`src/rtl/fb_pkg.sv`:
```
// fb_pkg: shared frame-buffer geometry, pixel widths and write-controller state encoding
package fb_pkg;
  localparam int DATA_WIDTH = 12;
  localparam int X_WIDTH = 10;
  localparam int Y_WIDTH = 10;
  localparam int ADDR_WIDTH = X_WIDTH + Y_WIDTH;
  localparam int X_MAX = 640;
  localparam int Y_MAX = 480;
  typedef enum logic {IDLE, CLEAR} state_t;
endpackage

```
`src/rtl/fb_rr_arbiter.sv`:
```
// fb_rr_arbiter: 2-way round-robin arbiter (clock, reset, en, valid[1:0] -> one-hot grant[1:0]); the loser of the last accepted grant wins ties
module fb_rr_arbiter (
  input  logic       clock,
  input  logic       reset,
  input  logic       en,
  input  logic [1:0] valid,
  output logic [1:0] grant
);
  logic last;
  always_comb begin
    grant[0] = en && valid[0] && (!valid[1] || last);
    grant[1] = en && valid[1] && (!valid[0] || !last);
  end
  always_ff @(posedge clock)
    last <= reset ? 1'b1 : |grant ? grant[1] : last;
endmodule

```
`src/rtl/fb_write_ctrl.sv`:
```
// fb_write_ctrl: frame-buffer write port shared by two valid/ready pixel requesters (reqN_*) plus a full-screen clear engine (clear_*), driving buf_we/buf_in_address/buf_in_data
module fb_write_ctrl #(
  parameter int DATA_WIDTH = fb_pkg::DATA_WIDTH,
  parameter int X_WIDTH = fb_pkg::X_WIDTH,
  parameter int Y_WIDTH = fb_pkg::Y_WIDTH,
  parameter int ADDR_WIDTH = X_WIDTH + Y_WIDTH,
  parameter int X_MAX = fb_pkg::X_MAX,
  parameter int Y_MAX = fb_pkg::Y_MAX
) (
  input  logic                  clock,
  input  logic                  reset,
  input  logic                  clear_start,
  input  logic [DATA_WIDTH-1:0] clear_color,
  output logic                  clear_busy,
  input  logic                  req0_valid,
  input  logic [X_WIDTH-1:0]    req0_x,
  input  logic [Y_WIDTH-1:0]    req0_y,
  input  logic [DATA_WIDTH-1:0] req0_data,
  output logic                  req0_ready,
  input  logic                  req1_valid,
  input  logic [X_WIDTH-1:0]    req1_x,
  input  logic [Y_WIDTH-1:0]    req1_y,
  input  logic [DATA_WIDTH-1:0] req1_data,
  output logic                  req1_ready,
  output logic                  buf_we,
  output logic [ADDR_WIDTH-1:0] buf_in_address,
  output logic [DATA_WIDTH-1:0] buf_in_data
);
  import fb_pkg::*;
  localparam logic [X_WIDTH-1:0] X_LAST = X_WIDTH'(X_MAX - 1);
  localparam logic [Y_WIDTH-1:0] Y_LAST = Y_WIDTH'(Y_MAX - 1);
  state_t state, state_n;
  logic [X_WIDTH-1:0] cx, wx;
  logic [Y_WIDTH-1:0] cy, wy;
  logic [DATA_WIDTH-1:0] color, wd;
  logic [1:0] grant;
  logic sweep, last, in_range;
  fb_rr_arbiter u_arb (
    .clock(clock),
    .reset(reset),
    .en(!sweep),
    .valid({req1_valid, req0_valid}),
    .grant(grant)
  );
  assign req0_ready = grant[0];
  assign req1_ready = grant[1];
  // cx/cy always hold the next sweep position and rest at 0 in IDLE, so the start cycle issues address 0
  always_comb begin
    sweep = state == CLEAR || clear_start;
    last = cx == X_LAST && cy == Y_LAST;
    state_n = sweep && !last ? CLEAR : IDLE;
    wx = grant[1] ? req1_x : req0_x;
    wy = grant[1] ? req1_y : req0_y;
    wd = grant[1] ? req1_data : req0_data;
    in_range = wx <= X_LAST && wy <= Y_LAST;
  end
  always_ff @(posedge clock)
    state <= reset ? IDLE : state_n;
  always_ff @(posedge clock) begin
    if (reset) begin
      clear_busy <= 1'b0;
      buf_we <= 1'b0;
      buf_in_address <= '0;
      buf_in_data <= '0;
      cx <= '0;
      cy <= '0;
      color <= '0;
    end else if (sweep) begin
      clear_busy <= 1'b1;
      buf_we <= 1'b1;
      buf_in_address <= {cy, cx};
      buf_in_data <= state == CLEAR ? color : clear_color;
      if (state == IDLE) color <= clear_color;
      cx <= cx == X_LAST ? '0 : cx + X_WIDTH'(1);
      cy <= cx != X_LAST ? cy : last ? '0 : cy + Y_WIDTH'(1);
    end else begin
      clear_busy <= 1'b0;
      buf_we <= |grant && in_range;
      if (|grant) begin
        buf_in_address <= {wy, wx};
        buf_in_data <= wd;
      end
    end
  end
endmodule

```
`config.mk`:
```
export PLATFORM = sky130hd
export DESIGN_NAME = fb_write_ctrl
export DESIGN_NICKNAME = d
export VERILOG_FILES = /design/src/rtl/fb_pkg.sv /design/src/rtl/fb_rr_arbiter.sv /design/src/rtl/fb_write_ctrl.sv
export SDC_FILE = /design/constraint.sdc
export NUM_CORES = 1
export LEC_CHECK = 0
export CAP_MARGIN = 20
export CORE_ASPECT_RATIO = 0.5
export CORE_MARGIN = 5
export CORE_UTILIZATION = 42
export DETAILED_ROUTE_END_ITERATION = 10
export PLACE_DENSITY = 0.75
export RECOVER_POWER = 100
export SYNTH_ARGS = -nofsm -noshare
export SYNTH_HDL_FRONTEND = slang
export SYNTH_SLANG_ARGS = --single-unit
```
`constraint.sdc`:
```
create_clock -name clock -period 4 [get_ports clock]
set_clock_uncertainty 0.1 [all_clocks]
set_input_delay 0.8 -clock clock [delete_from_list [all_inputs] [get_ports clock]]
set_output_delay 0.8 -clock clock [all_outputs]
set_load 0.01 [all_outputs]
```
==> metrics.cfg <==
[status]
outcome=finished, final reports clean

[critical_path]
cp-end-kind=primary output
cp-start-kind=primary input
r2r_slack_ps=1070
crit_fanout=13
worstPathRequired_ps=3100
worstSetupPathType=in -> out
cp_data_arrival_time_ps=2650

[clock_network]
root_buffer=clkbuf_16
postCtsHoldBufs=0
cts_tree=yes
cts_buffers=9
clockBufferDepth=2
ctsResizeCount=0
htreeDepth=3
clock_sinks=68
clk_pin_slew_ps=50
post_cts_buffers=0
clk_latency_ps=330

[route]
initialDrtViolationCount=154
drc=0
wl_per_cell_um=15.1
ant_nets=0
vias=3366
drtPass1Iterations=4
wl_mm=9.61
vias_per_cell=5.28

[pwr]
fin_total_pwr_mw=1.74
vdd_drop_max_mv=0.250
p_leak_nw=1.80
power_density_mw_per_mm2=352

[floorplanning]
die_x_um=138
fp.dieH_um=74.0
fp-row-count=23
io_pins=117
core_area_sq_mm=0.00800
initial_core_util_pct=43.0
die_area_sq_mm=0.0102

[sta]
drv_slew=0
fin_crit_sh_pct=88.8
rsz0062_at_grt=no
finalHoldViolCount=0
max_slew.worst_pin.slew_ps=1010
slew-limit-headroom_pct=32.6
setup_ws_ps=450
fin_crit_ps=3550
fmax_mhz=282
tns_ps=0
setup_viol=0
holdWs_ps=352

[finish]
fillers=740
synthToLayoutAreaGrowth_pct=43.5
layout.nets=604
drive_gt1_share_pct=7.41
stdcell_count=638
stdcell_area_sq_mm=0.00494
insertedDiodeCount=0
post-route-util_pct=61.7

[worst_hold_path]
min-delay-path-class=reg -> reg

[placement]
gp_congestion=0.799
place_hpwl_mm=7.01
dp_cells=622
placed_area_sq_mm=0.00470
dpl_worst_slack_ps=665
port_buffers=116

[logic_synthesis]
async_flop_share_pct=0
ys_types=44
ys_seq_area_share_pct=39.5
synth_fp_nets=499
synthTopCellsByArea=dfxtp_1 (40%), a21oi_1 (9.2%), nand2_1 (6.3%), mux2_2 (4.9%), mux2i_1 (4.7%)
synth_top_cell_by_area=dfxtp_1
synth_edf_count=0
synth_cells=416
ys_ff_latch=68
yosysWarnings=0
synthFlopType=dfxtp_1
yosysTopAreaCellShare_pct=39.5
syn_area_per_cell_sq_um=8.27
syn_area_sq_mm=0.00344

[global_routing]
grt_pass1_wl_mm=15.5
grt_pass1_vias=3233
grt_overflow=0
grt_antenna_before_repair=0
grt_start_max_net_pins=44
track_usage_pct=18.8

[job]
maxCapViolCount=0

-- metal layers --
layer	vias to the layer above	global-route usage [%]	wire length [um]
met4	0	6.68	116
li1	1715	-	-
met1	1580	22.4	4310
met5	-	0	0
met2	61	33.2	4770
met3	10	5.72	413
-- cell type report --
| cell class | count | area [sq um] | area share [%] |
|---|---|---|---|
| multi-input combinational | 308 | 1930 | 39.1 |
| clock buffer | 14 | 254 | 5.14 |
| tap | 112 | 140 | 2.84 |
| timing repair buffer | 126 | 1210 | 24.5 |
| sequential | 68 | 1360 | 27.6 |
| clock inverter | 2 | 10.0 | 0.203 |
| inverter | 8 | 30.0 | 0.608 |
-- worst paths after layout --
check / endpoint / cells after the start / start
worst max register to register: buf_in_data[11] / 7 / state
worst min-delay path: buf_in_data[7] / 2 / buf_in_data[7]
worst min register to register: buf_in_data[7] / 2 / buf_in_data[7]
worst max-delay path: req1_ready / 5 / clear_start
-- logic make-up (layout without fill, tap and decap cells) --
group / count (synthesis) / in the layout / synth area share [%]
buffers and inverters: 40 / 150 / 4.54
XOR/XNOR: 7 / 7 / 1.78
AO/OA/AOI/OAI: 138 / 138 / 24.8
multiplexers: 31 / 31 / 9.56
flip-flops: 68 / 68 / 39.5
AND/OR/NAND/NOR: 130 / 130 / 19.0
adder cells (fa/ha/maj): 2 / 2 / 0.727
-- state kept, by name, indices dropped and copies added (netlist names) --
register        count
u_arb.last          1
cy                 10
clear_busy          1
buf_in_data        12
cx                 10
buf_in_address     20
buf_we              1
color              12
state               1
-- cells in the final DEF, fill, tap and decap left out, types with 10 or more instances in the layout --
master / n
nor2_1: 11
dlygate4sd3_1: 35
a211oi_1: 10
nand2_1: 58
mux2_2: 15
a21oi_1: 63
nor3_1: 11
mux2i_1: 16
o21ai_0: 18
clkdlybuf4s50_1: 80
nor2b_1: 12
dfxtp_1: 68
-- critical path, stage by stage --
cell and delay, ps:
clkdlybuf4s50_1 430, nor2_1 160, clkbuf_1 470, and2_0 240
clkdlybuf4s50_1 550
-- synthesized netlist by cell type, types with 4 or more instances --
| cell | count |
|---|---|
| nand2_1 | 58 |
| a22oi_1 | 9 |
| nand4_1 | 5 |
| buf_2 | 4 |
| o21ai_0 | 18 |
| xnor2_1 | 4 |
| nand3_1 | 6 |
| a211oi_1 | 10 |
| inv_1 | 8 |
| a21o_1 | 9 |
| or3_1 | 4 |
| mux2_2 | 15 |
| nor3_1 | 11 |
| clkbuf_1 | 24 |
| dfxtp_1 | 68 |
| mux2i_1 | 16 |
| a211o_1 | 8 |
| nor2b_1 | 12 |
| nor2_1 | 11 |
| and2_1 | 4 |
| o31ai_1 | 7 |
| a21oi_1 | 63 |
-- where the power goes --
group	total [mW]	internal (mW)	leakage [nW]	switching, mW
logic	0.301	0.166	1.11	0.135
clock network	0.708	0.435	0.131	0.273
registers	0.728	0.711	0.557	0.0168
total	1.74	1.31	1.80	0.425
No activity file was read; power rests on OpenSTA's default activity.
